## config.mk

```make
export PLATFORM = sky130hd
export DESIGN_NAME = qtable_policy_reader
export DESIGN_NICKNAME = d
export VERILOG_FILES = /design/src/rtl/qtable_policy_reader.sv
export SDC_FILE = /design/constraint.sdc
export NUM_CORES = 1
export LEC_CHECK = 0
export BUFFER_PORTS_ARGS = -buffer_cell sky130_fd_sc_hd__clkbuf_2
export CORE_ASPECT_RATIO = 1.1
export CORE_MARGIN = 8
export CORE_UTILIZATION = 50
export DETAILED_ROUTE_END_ITERATION = 8
export GPL_TIMING_DRIVEN = 0
export MAX_ROUTING_LAYER = met4
export PLACE_DENSITY_LB_ADDON = 0.08
export SYNTH_ARGS = -nofsm -noshare
export SYNTH_HDL_FRONTEND = slang
export SYNTH_SLANG_ARGS = --single-unit
```

## constraint.sdc

```tcl
create_clock -name clk -period 7 [get_ports clk]
set_input_delay 0.7 -clock clk [delete_from_list [all_inputs] [get_ports clk]]
set_output_delay 0.7 -clock clk [all_outputs]
set_load 0.01 [all_outputs]
```

## src/rtl/qtable_policy_reader.sv

```systemverilog
// Q-table policy read-back: sweeps all states, reads every action Q-value and
// streams one (state, greedy action, max Q) record per state on valid/ready.
module qtable_policy_reader #(
    parameter int STATES_WIDTH  = 4,
    parameter int ACTIONS_WIDTH = 2,
    parameter int NUM_STATES    = 16,
    parameter int NUM_ACTIONS   = 4,
    parameter int Q_WIDTH       = 32
) (
    input  logic                                   clk,
    input  logic                                   rst_n,
    input  logic                                   i_start,
    output logic                                   o_busy,
    output logic                                   o_done,
    output logic                                   o_rd_en,
    output logic [STATES_WIDTH+ACTIONS_WIDTH-1:0]  o_rd_addr,
    input  logic [Q_WIDTH-1:0]                     i_rd_data,
    output logic                                   o_valid,
    input  logic                                   i_ready,
    output logic [STATES_WIDTH-1:0]                o_state,
    output logic [ACTIONS_WIDTH-1:0]               o_action,
    output logic [Q_WIDTH-1:0]                     o_q_max
);

    localparam logic [STATES_WIDTH-1:0]  S_LAST = STATES_WIDTH'(NUM_STATES - 1);
    localparam logic [ACTIONS_WIDTH-1:0] A_LAST = ACTIONS_WIDTH'(NUM_ACTIONS - 1);

    typedef enum logic [2:0] {ST_IDLE, ST_READ, ST_WAIT, ST_OUT, ST_DONE} state_t;

    state_t                    state, state_nxt;
    logic [STATES_WIDTH-1:0]   s_cnt;
    logic [ACTIONS_WIDTH-1:0]  a_cnt;
    logic                      rd_pend;
    logic [ACTIONS_WIDTH-1:0]  rd_act;
    logic signed [Q_WIDTH-1:0] best_q, best_q_nxt;
    logic [ACTIONS_WIDTH-1:0]  best_a, best_a_nxt;
    logic                      take;

    always_ff @(posedge clk) begin
        if (rst_n) state <= ST_IDLE;
        else       state <= state_nxt;
    end

    always_comb begin
        state_nxt = state;
        case (state)
            ST_IDLE: if (i_start) state_nxt = ST_READ;
            ST_READ: if (a_cnt == A_LAST) state_nxt = ST_WAIT;
            ST_WAIT: state_nxt = ST_OUT;
            ST_OUT:  if (i_ready) state_nxt = (s_cnt == S_LAST) ? ST_DONE : ST_READ;
            ST_DONE: state_nxt = ST_IDLE;
            default: state_nxt = ST_IDLE;
        endcase
    end

    always_comb begin
        o_busy  = (state == ST_READ) || (state == ST_WAIT) || (state == ST_OUT);
        o_done  = (state == ST_DONE);
        o_rd_en = (state == ST_READ);
        o_valid = (state == ST_OUT);
    end

    assign o_rd_addr = {s_cnt, a_cnt};

    always_ff @(posedge clk) begin
        if (rst_n) begin
            s_cnt <= '0;
            a_cnt <= '0;
        end else begin
            if (state == ST_IDLE && i_start) begin
                s_cnt <= '0;
                a_cnt <= '0;
            end
            if (state == ST_READ)
                a_cnt <= (a_cnt == A_LAST) ? '0 : a_cnt + 1'b1;
            if (state == ST_OUT && i_ready && s_cnt != S_LAST)
                s_cnt <= s_cnt + 1'b1;
        end
    end

    // Read data lands one cycle after the strobe; action 0 always seeds the max,
    // later actions replace it only when strictly greater so ties keep the lowest index.
    always_comb begin
        take       = rd_pend && ((rd_act == '0) || ($signed(i_rd_data) > best_q));
        best_q_nxt = take ? $signed(i_rd_data) : best_q;
        best_a_nxt = take ? rd_act : best_a;
    end

    always_ff @(posedge clk) begin
        if (rst_n) begin
            rd_pend  <= 1'b0;
            rd_act   <= '0;
            best_q   <= '0;
            best_a   <= '0;
            o_state  <= '0;
            o_action <= '0;
            o_q_max  <= '0;
        end else begin
            rd_pend <= (state == ST_READ);
            rd_act  <= a_cnt;
            best_q  <= best_q_nxt;
            best_a  <= best_a_nxt;
            // WAIT folds in the last action, so the record is loaded from the next-state values.
            if (state == ST_WAIT) begin
                o_state  <= s_cnt;
                o_action <= best_a_nxt;
                o_q_max  <= best_q_nxt;
            end
        end
    end

endmodule

```

* Word level (Yosys, flattened, before mapping)
Index checks and enable logic that the tools add are counted.
** Storage, ports and cells
- Register bits :: 84
- Bits of input ports :: 36
- Output and inout bits :: 48
- Word-level logic and storage cells :: 47
** Operators by class
- Add/sub/neg operators :: 2
- $lt $le $gt $ge :: 1
- Eq/ne operators :: 10
- Mux-type cells :: 12
- Reductions and logical operators :: 12
** Operator list (count)
- $gt A32 B32 Y1 :: 1
- $mux W32 :: 1
- $mux W3 :: 4
- $pmux W3 S4 :: 1
- $mux W2 :: 4
- $mux W4 :: 2
- $eq A3 B2 Y1 const B :: 2
- $add A4 B1 Y4 const B :: 1
- $eq A4 B4 Y1 const B :: 1
- $logic_and A1 B1 Y1 :: 4
- $ne A2 B1 Y1 const B :: 2
- $ne A4 B4 Y1 const B :: 1
- $reduce_bool A2 Y1 :: 2
- $eq A3 B1 Y1 const B :: 1
- $eq A3 B3 Y1 const B :: 1
- $logic_not A3 Y1 :: 1
- $logic_or A1 B1 Y1 :: 3
- $reduce_and A3 Y1 :: 1
- $add A2 B1 Y2 const B :: 1
- $eq A2 B2 Y1 const B :: 1
- $logic_not A2 Y1 :: 1
- $ne A2 B2 Y1 const B :: 1

* Longest topological paths before layout
Gate-level depths: netlist (run 1).
- Word-level depth :: 4
- Gate-level depth with buffers :: 12

* Least setup slack after synthesis (run 1)
OpenSTA, ideal clock, no wires.
- Path kind :: input to register
- Start point :: input port i_rd_data[14]
- End point :: register o_q_max[10]
- Setup time :: 91 ps
- Arrival :: 2936 ps
- Path slack :: 3973 ps
- Stages on the path :: 10
- Path through :: ha_1 -> a21oi_2 -> nand2_1 -> a221o_1 -> o31a_1 -> o211a_1 -> buf_6 -> buf_6 -> or4_1 -> a311oi_1
** Between the ends
- Cells in the longest elaborated chain, start to end :: 4
** RTL lines
- start: declaration :: line 17 : input logic [Q_WIDTH-1:0] i_rd_data,
- $gt A32 B32 Y1 :: line 84 : take = rd_pend && ((rd_act == '0) || ($signed(i_rd_data) > best_q));
- $logic_or A1 B1 Y1 :: line 84
- $logic_and A1 B1 Y1 :: line 84
- $mux W32 :: line 85 : best_q_nxt = take ? $signed(i_rd_data) : best_q;
- end signal: assignment :: line 107 : o_q_max <= best_q_nxt;
- end: declaration :: line 22 : output logic [Q_WIDTH-1:0] o_q_max
No other way between the ends.
A chain may end at the register's enable or synchronous reset.

* Final worst setup path (run 1)
- Start point :: input port i_rd_data[25]
- End point :: register o_q_max[16]
The elaborated chain is that of the path after synthesis.

==> summary by stage, run 1 <==
Floorplanning
From left edge to right edge, the die measures 103 microns. After floorplanning, the core was divided into 35 placement rows. The die area is approximately 11000 sq um. The height of the die is ~110 microns. Once the floorplan was initialized, standard cells occupied around half of the core.

The core box area is roughly 8200 sq um. The number of top-level pins is 84.

Clocking
The maximum buffer depth of the clock tree is 2. In this run the post-CTS setup repair buffer count came out at 0. The total number of clock tree sinks is 84. The TritonCTS clock tree is done. The buffer cell driving the clock tree root is clkbuf_8. The clock slew at the register clock pins of the worst setup and hold paths is roughly 0.090 ns. The post-cts gate resize count is 0. Counting the buffers created by CTS gives 9. For the worst-skew pair, the clock arrives at the later sink with an insertion delay of 0.36 ns.

The maximum level of the CTS H-tree is 3. Hold repair after CTS inserted 0 buffers.

Power and ir drop
The maximum VDD drop is around 0.13 mV. The static leakage is slightly below 2 nW. The relative contribution of combinational cells to total power is between 20% and 30%. The sequential share of power is 43.7%. The analysis attributes to net switching a power of 379 uW. Net switching is between 30 and 40% of the power. For this design the ratio of total power to cell area is 255 nW/um^2. Per report_power, the clock group accounts for about a third of the total. Cell internal power was estimated by the tool at roughly 880 uW.

Layout
Leaving out fill and tap cells, the most frequent cells in the layout are dfxtp_1 (84), clkbuf_2 (82), a21oi_1 (56). From synthesis to final layout, the design area changed by 18.8%. The post-route netlist has a little under a fifth of its cells at a drive strength greater than 1.

Cells fill 59.9% of the core in the end. The antenna diode count is 0. The number of nets in the finished design is 640. The library cell used most frequently in the layout, excluding fill and tap cells, is dfxtp_1. After filler insertion, the fill cell instance count of the layout stands at about 790.

Drt
The total number of vias is 3929. The number of antenna-violating nets in the routed design is 0. Dividing the detail-routed wire length by the instance count gives approximately 17 microns. The via-per-instance ratio is around 5.7. The number of DRC markers after the initial detailed-route iteration is about 160.

For this block, the routed nets add up to about 12000 microns of wire. For this run, the detailed router's first-pass iteration total came to 4. For this run, design rule violations remaining after detail routing come to 0.

Job
The number of maximum-capacitance constraint violations is 0.

Synth
A synthesized cell averages 8.71 sq um. Yosys mapped the design onto 40 distinct sky130hd cell types. The share of the Yosys chip area taken by registers is roughly two fifths. For this run, the number of Yosys warnings is 0. Synthesis produced a netlist with a net count of between 500 and 600. The commonest register cell after synthesis is dfxtp_1. The mapped netlist covers 4150 sq um. The async set-reset flop share out of synthesis is 0%.

Counting flops with a built-in enable in the synthesized netlist gives 0. Synthesis handed over a netlist of between 400 and 500 instances. Synthesis inferred 84 register bits.

Setup path
The critical path startpoint category is an input port. The worst register-to-register path has a setup slack of between 3 and 4 ns. The count of cells along the worst register-to-register path is 12. The endpoint identified for the worst register-to-register timing path is o_q_max[16]$_SDFFE_PP0P_. The required time of the worst setup path is between 7 and 8 ns. Tracing the worst setup path back leads to its startpoint at i_rd_data[25].

The critical path is of the in2reg type. The maximum net fanout on the critical path is 10. The origin of the critical flop-to-flop path is best_q[25]$_SDFF_PP0_. For the worst setup path, the data arrival time is around 3.6 ns. The worst setup path is captured at a flip-flop.

Timing
The upper clock frequency limit is roughly 0.30 GHz. Clock skew on the completed layout was measured at 0.00993 ns. The final setup violation count is 0. The hold violation total from the final report is 0. The final period utilization is ~48%. At the pin with the least slew margin, the transition time is about 0.58 ns. Setup repair after global routing left no endpoint under its margin. After layout, the minimum clock period comes to about 3.3 ns. The relative max-transition margin is roughly three fifths.

The final sum of negative setup slack is 0 ns. The max-slew violation count is 0.

Placement
Input and output buffers added on the ports amount to 82. The estimated wirelength of the detail-placed design is between 8000 and 9000 microns. At the end of routability-driven placement, the weighted congestion stood at 0.831.

Run status
The run finished with clean final reports.

Worst hold path
The count of cells along the worst hold path is 2. In this run the worst hold path is classified as reg2reg. The worst hold path begins at o_state[1]$_SDFFE_PP0P_.

The path with the worst hold slack has its endpoint at o_state[1]$_SDFFE_PP0P_.

GRT
The sum of overflow across all layers after global routing is 0. The number of antenna violations at the first check in global routing is 0. Entering global routing, the biggest net connects 14 pins.

The global-route wire length before repair is between 15000 and 20000 microns. The global router's overall resource usage is a little over a fifth. The via count of the first global-routing pass was between 4k and 5k.
-- synthesized netlist by cell type (4+ instances only) --
master,n,area share [%]
inv_1,35,3.2
or4_1,31,5.6
nand4_1,8,1.2
nor3_1,4,0.48
clkbuf_1,28,2.5
nand3_1,8,0.96
nand4b_1,4,0.84
o31ai_1,32,5.8
o21ai_0,9,1.1
nor2_1,47,4.2
buf_2,4,0.48
ha_1,34,10
nor2b_1,4,0.60
nand2_1,20,1.8
a311oi_1,34,7.2
dfxtp_1,84,40
a21oi_1,56,6.7
-- how the worst max path moves through the flow --
stage | endpoint | depth (start not counted) | slack, ns
4_1_cts | o_q_max[16]$_SDFFE_PP0P_ | 12 | 3.72
3_5_place_dp | o_q_max[16]$_SDFFE_PP0P_ | 12 | 3.37
6_report | o_q_max[16]$_SDFFE_PP0P_ | 12 | 3.66
3_3_place_gp | o_q_max[19]$_SDFFE_PP0P_ | 12 | 3.42
5_1_grt | o_q_max[21]$_SDFFE_PP0P_ | 12 | 3.37
2_1_floorplan | o_q_max[10]$_SDFFE_PP0P_ | 10 | 3.97
-- worst max-delay path: stages --
cell and delay (ns):
clkbuf_2 0.09, ha_1 0.30, a21oi_1 0.17, nor2_1 0.05, a211oi_1 0.28, o211ai_1 0.20
nor3b_1 0.34, buf_2 0.27, buf_2 0.26, buf_1 0.45, o31ai_1 0.18, a311oi_1 0.31
-- stage by stage --
stage	cell area, sq um	total power [mW]	hold WS (ns)	setup WS, ns	instances
finish	4930	1.26	0.462	3.66	686
global route	4930	1.32	0.479	3.37	686
CTS	4930	1.26	0.461	3.72	686
detailed placement	4700	0.855	0.450	3.37	670
global placement	4700	0.848	0.445	3.42	670
floorplan	4150	0.752	0.481	3.97	477
-- per-layer routing --
| layer | share of wire (%) | vias up | GRT usage (%) |
|---|---|---|---|
| met5 | 0 | - | - |
| met4 | 1.1 | 0 | 7.34 |
| met3 | 5.4 | 11 | 3.81 |
| met2 | 49 | 92 | 34.5 |
| met1 | 45 | 1849 | 25.6 |
| li1 | - | 1977 | - |
-- cell type report --
cell class	instances	area, sq um	share of cell area [%]
multi-input cells	319	2160	43.8
repair buffers	82	410	8.32
inverters	35	131	2.66
clock buffers	11	131	2.66
plain buffers	39	178	3.60
clock inverters	5	100	2.03
flip-flops and latches	84	1680	34.1
well taps	111	139	2.82
-- power groups by stage --
stage / Sequential [mW] / Clock (mW) / Combinational, mW
6_report: 0.550 / 0.413 / 0.294
5_1_grt: 0.555 / 0.436 / 0.330
3_5_place_dp: 0.561 / 0 / 0.294
3_3_place_gp: 0.559 / 0 / 0.289
4_1_cts: 0.550 / 0.417 / 0.296
2_1_floorplan: 0.570 / 0 / 0.182
-- sequential cells by signal, indices dropped and copies added (netlist names) --
name      flops
best_a        2
a_cnt         2
rd_pend       1
o_q_max      32
s_cnt         4
best_q       32
o_action      2
o_state       4
rd_act        2
state         3
-- cell families after synthesis --
logic type	count (synthesis)	synth area share [%]
fa+ha+maj	34	10.2
flops	84	40.5
simple gates	139	18.1
compound gates	146	23.7
buf+inv	74	7.44
(Power assumes the default switching activity.)
==> inputs of run 2 (changes only) <==
==> constraint.sdc (replaced) <==
create_clock -name clk -period 3.2 [get_ports clk]
set_input_delay 0.32 -clock clk [delete_from_list [all_inputs] [get_ports clk]]
set_output_delay 0.32 -clock clk [all_outputs]
set_load 0.01 [all_outputs]
==> run 2 against run 1 <==
Net effect: via count grew 0.46%; wire length grew 0.27%; setup slack lost 3.5 ns; utilization grew 0.23 points; cell count is the same; clock skew shrank 0.00071 ns; total power grew 120%; worst hold slack lost 0.23 ns; global-route usage is the same; largest cell class unchanged; sequential share of layout area shrank 0.13 points; largest power group unchanged; critical path depth shrank 2.
==> summary by stage, run 2 (same netlist as run 1, synthesis figures left out) <==
Layout
The share of layout cells above drive strength 1 is 19.8% (+1.0 points). The utilization after layout came to 60.2% (+0.23 points). The largest registers in the layout are best_q (32), o_q_max (32). The number of nets in the finished design is 640 (unchanged). The antenna diode count is 0 (unchanged).

In the layout the commonest cells are clkbuf_2 (85), dfxtp_1 (84), a21oi_1 (56). The library cell used most frequently in the layout, excluding fill and tap cells, is clkbuf_2. Relative to the synthesized area, the layout overhead comes to 19.3%. The count of non-filler cells in the finished layout is 686 (unchanged). The final-layout fill cell count is 789 (-0.63%).

Timing
The worst clock skew is 0.00922 ns (-0.000709 ns). The max-slew violation count came to 0 (unchanged). The final worst-path setup slack came to 0.164 ns (-3.49 ns).

The transition time at the pin with the least slew margin was 0.563 ns (-0.0133 ns). The time the final worst path needs with I/O delays and setup is approximately 3.0 ns. The hold violation total from the final report is 0 (unchanged). The upper clock frequency limit is 0.329 GHz.

The relative max-transition margin is 62.5% (+0.88 points). Setup repair after global routing left no endpoint under its margin. Of the available clock period, the critical path in the final layout requires a little over nine tenths.

The worst hold margin is 0.234 ns (-0.228 ns). The final setup violation count is 0 (unchanged).

Setup path
The maximum net fanout on the critical path is 10 (unchanged). The worst setup path is launched from a flip-flop. The type of the setup path with the least slack is reg2reg. The kind of capture point of the worst setup path is a flip-flop. The required time of the worst setup path is 3.46 ns (-3.80 ns). The register-to-register setup slack came to 0.16 ns (-3.59 ns). The critical path arrival is 3.30 ns (-0.31 ns). The destination of the worst register-to-register timing path is o_q_max[29]$_SDFFE_PP0P_. The count of cells along the worst register-to-register path is 10 (-2). The origin of the critical flop-to-flop path is best_q[31]$_SDFF_PP0_.

Clocking
TritonCTS built the clock tree. The buffer cell driving the clock tree root is clkbuf_8. The total number of clock tree sinks is 84 (unchanged). The clock slew at the register clock pins of the worst setup and hold paths was 0.08 ns (about the same). The maximum level of the CTS H-tree is 3 (unchanged).

The number of clock buffers inserted by TritonCTS is 9 (unchanged). The later-pin clock latency in the skew report was 0.36 ns (about the same). The maximum buffer depth of the clock tree is 2 (unchanged).

Worst hold path
The start point of the worst min-delay path is i_rd_data[27]. The count of cells along the worst hold path came to 3 (+1). For hold timing, the worst endpoint is best_q[27]$_SDFF_PP0_. The worst hold-check path type is in2reg.

Power and ir drop
The static leakage is 1.99 nW (+0.91%). The power share of the clock group is 32.8% (about the same). The power per standard cell area was 555 nW/um^2 (+120%). The net switching component of the power was 827 uW (+120%).

The sequential share of power is 43.7% (about the same). The cell-internal power came to 1.92 mW (+120%). The relative contribution of combinational cells to total power was 23.4% (about the same). The switching power as a share of total power is 30.1% (-0.040 points). The post-route total power is 2.75 mW (+120%). The maximum VDD drop is 0.283 mV (+120%).

Floorplanning
The count of standard-cell rows was 35 (unchanged). The die area is 11500 sq um (unchanged). The starting density of the core is 50.4% (unchanged). The horizontal extent of the die is 103 microns (unchanged). The height of the die came to 112 microns (unchanged). The core box area is 8230 sq um (unchanged). The number of top-level pins was 84 (unchanged).

GRT
The number of antenna violations at the first check in global routing is 0 (unchanged). The met3 capacity usage during global routing is 3.81% (unchanged). The global router's overall resource usage is 21.3% (unchanged). The sum of overflow across all layers after global routing is 0 (unchanged). The via count of the first global-routing pass is 4028 (unchanged). The maximum number of pins on one net before global-route repair was 14 (unchanged). The met2 capacity usage during global routing is 34.5% (unchanged). The routing usage on met1 is 25.6% (unchanged). The global-route wire length before repair is 19100 microns (unchanged). The busiest layer in global routing is met2.

Placement
The post-placement setup slack is -0.0495 ns (-3.42 ns). The count of buffers inserted at the top-level ports came to 82 (unchanged). The routability congestion estimate from global placement is 0.831 (unchanged).

The cell count after placement came to 670 (unchanged). The estimated wirelength of the detail-placed design came to 8600 microns (unchanged).

Drt
The via-per-instance ratio is 5.75 (+0.46%). The final routed wire length divided by cell count was 16.9 microns (+0.27%). The total number of vias is 3947 (+0.46%). The total wire length is 11600 microns (+0.27%). The number of antenna-violating nets in the routed design is 0 (unchanged).

The first-pass detailed-route iteration total is 4 (unchanged). The number of DRC markers after the initial detailed-route iteration is 166 (+7.1%). The DRC violations left is 0 (unchanged).

Run status
The flow ran to the end, and the final reports show no timing, DRC or antenna violations.

Job
The number of maximum-capacitance constraint violations is 0 (unchanged).
## run 2: cell types whose count changed in the layout (fill, tap and decap cells not counted)
cell      before  now
buf_1          3    0
buf_2          4    3
clkbuf_1      30   28
clkbuf_2      82   85
clkbuf_4       0    3
nor3b_1        2    1
nor3b_2        0    1
## run 2: critical path, cell delays in order, from the launching register on
cell and delay (ns):
dfxtp_1 0.32, inv_1 0.05, ha_1 0.38, nand4_1 0.21, nor4_2 0.39, a21boi_1 0.18, nor3b_2 0.20, buf_2 0.19
buf_2 0.20, or4_1 0.52, a311oi_1 0.31
## run 2: timing repair
| action | 4_1_cts | 5_1_grt |
|---|---|---|
| buffers inserted | 0 | 0 |
| resized for setup | 0 | 13 |
| hold buffers | 0 | 0 |
| endpoints found under the setup margin | 0 | 52 |
## run 2: worst max path at each step
stage | from | depth (start not counted) | slack, ns | endpoint
floorplan | i_rd_data[14] | 10 | 0.55 | o_q_max[10]$_SDFFE_PP0P_
global placement | i_rd_data[25] | 12 | -0.0005 | o_q_max[19]$_SDFFE_PP0P_
detailed placement | i_rd_data[25] | 12 | -0.05 | o_q_max[16]$_SDFFE_PP0P_
CTS | best_q[25]$_SDFF_PP0_ | 12 | 0.02 | o_q_max[16]$_SDFFE_PP0P_
global route | best_q[31]$_SDFF_PP0_ | 10 | 0.001 | o_q_max[29]$_SDFFE_PP0P_
finish | best_q[31]$_SDFF_PP0_ | 10 | 0.16 | o_q_max[29]$_SDFFE_PP0P_
## run 2: power groups by stage
| stage | sequential (mW) | combinational, mW | clock (mW) |
|---|---|---|---|
| 2_1_floorplan | 1.25 | 0.397 | 0 |
| 3_3_place_gp | 1.22 | 0.631 | 0 |
| 3_5_place_dp | 1.23 | 0.643 | 0 |
| 4_1_cts | 1.20 | 0.648 | 0.912 |
| 5_1_grt | 1.21 | 0.725 | 0.955 |
| 6_report | 1.20 | 0.645 | 0.903 |
## run 2: metrics by stage
| stage | instance area (sq um) | TNS, ns |
|---|---|---|
| after CTS | 4930 | 0 |
| after detailed placement | 4700 | -0.161 |
| after global placement | 4700 | -0.000466 |
| final | 4950 | 0 |
| after global routing | 4950 | 0 |
| after floorplan | 4150 | 0 |
## run 2: cell type report
type	instances	area (sq um)	share of cell area, %
multi-input combinational	319	2170	43.8
clock buffer	11	131	2.65
sequential	84	1680	34.0
timing repair buffer	82	410	8.29
tap	111	139	2.80
inverter	35	131	2.65
buffer	39	191	3.87
clock inverter	5	100	2.02
## run 2: routing by layer
metal	vias to the layer above	wire [microns]
met2	111	5620
li1	1982	-
met5	-	0
met3	11	743
met4	0	133
met1	1843	5110
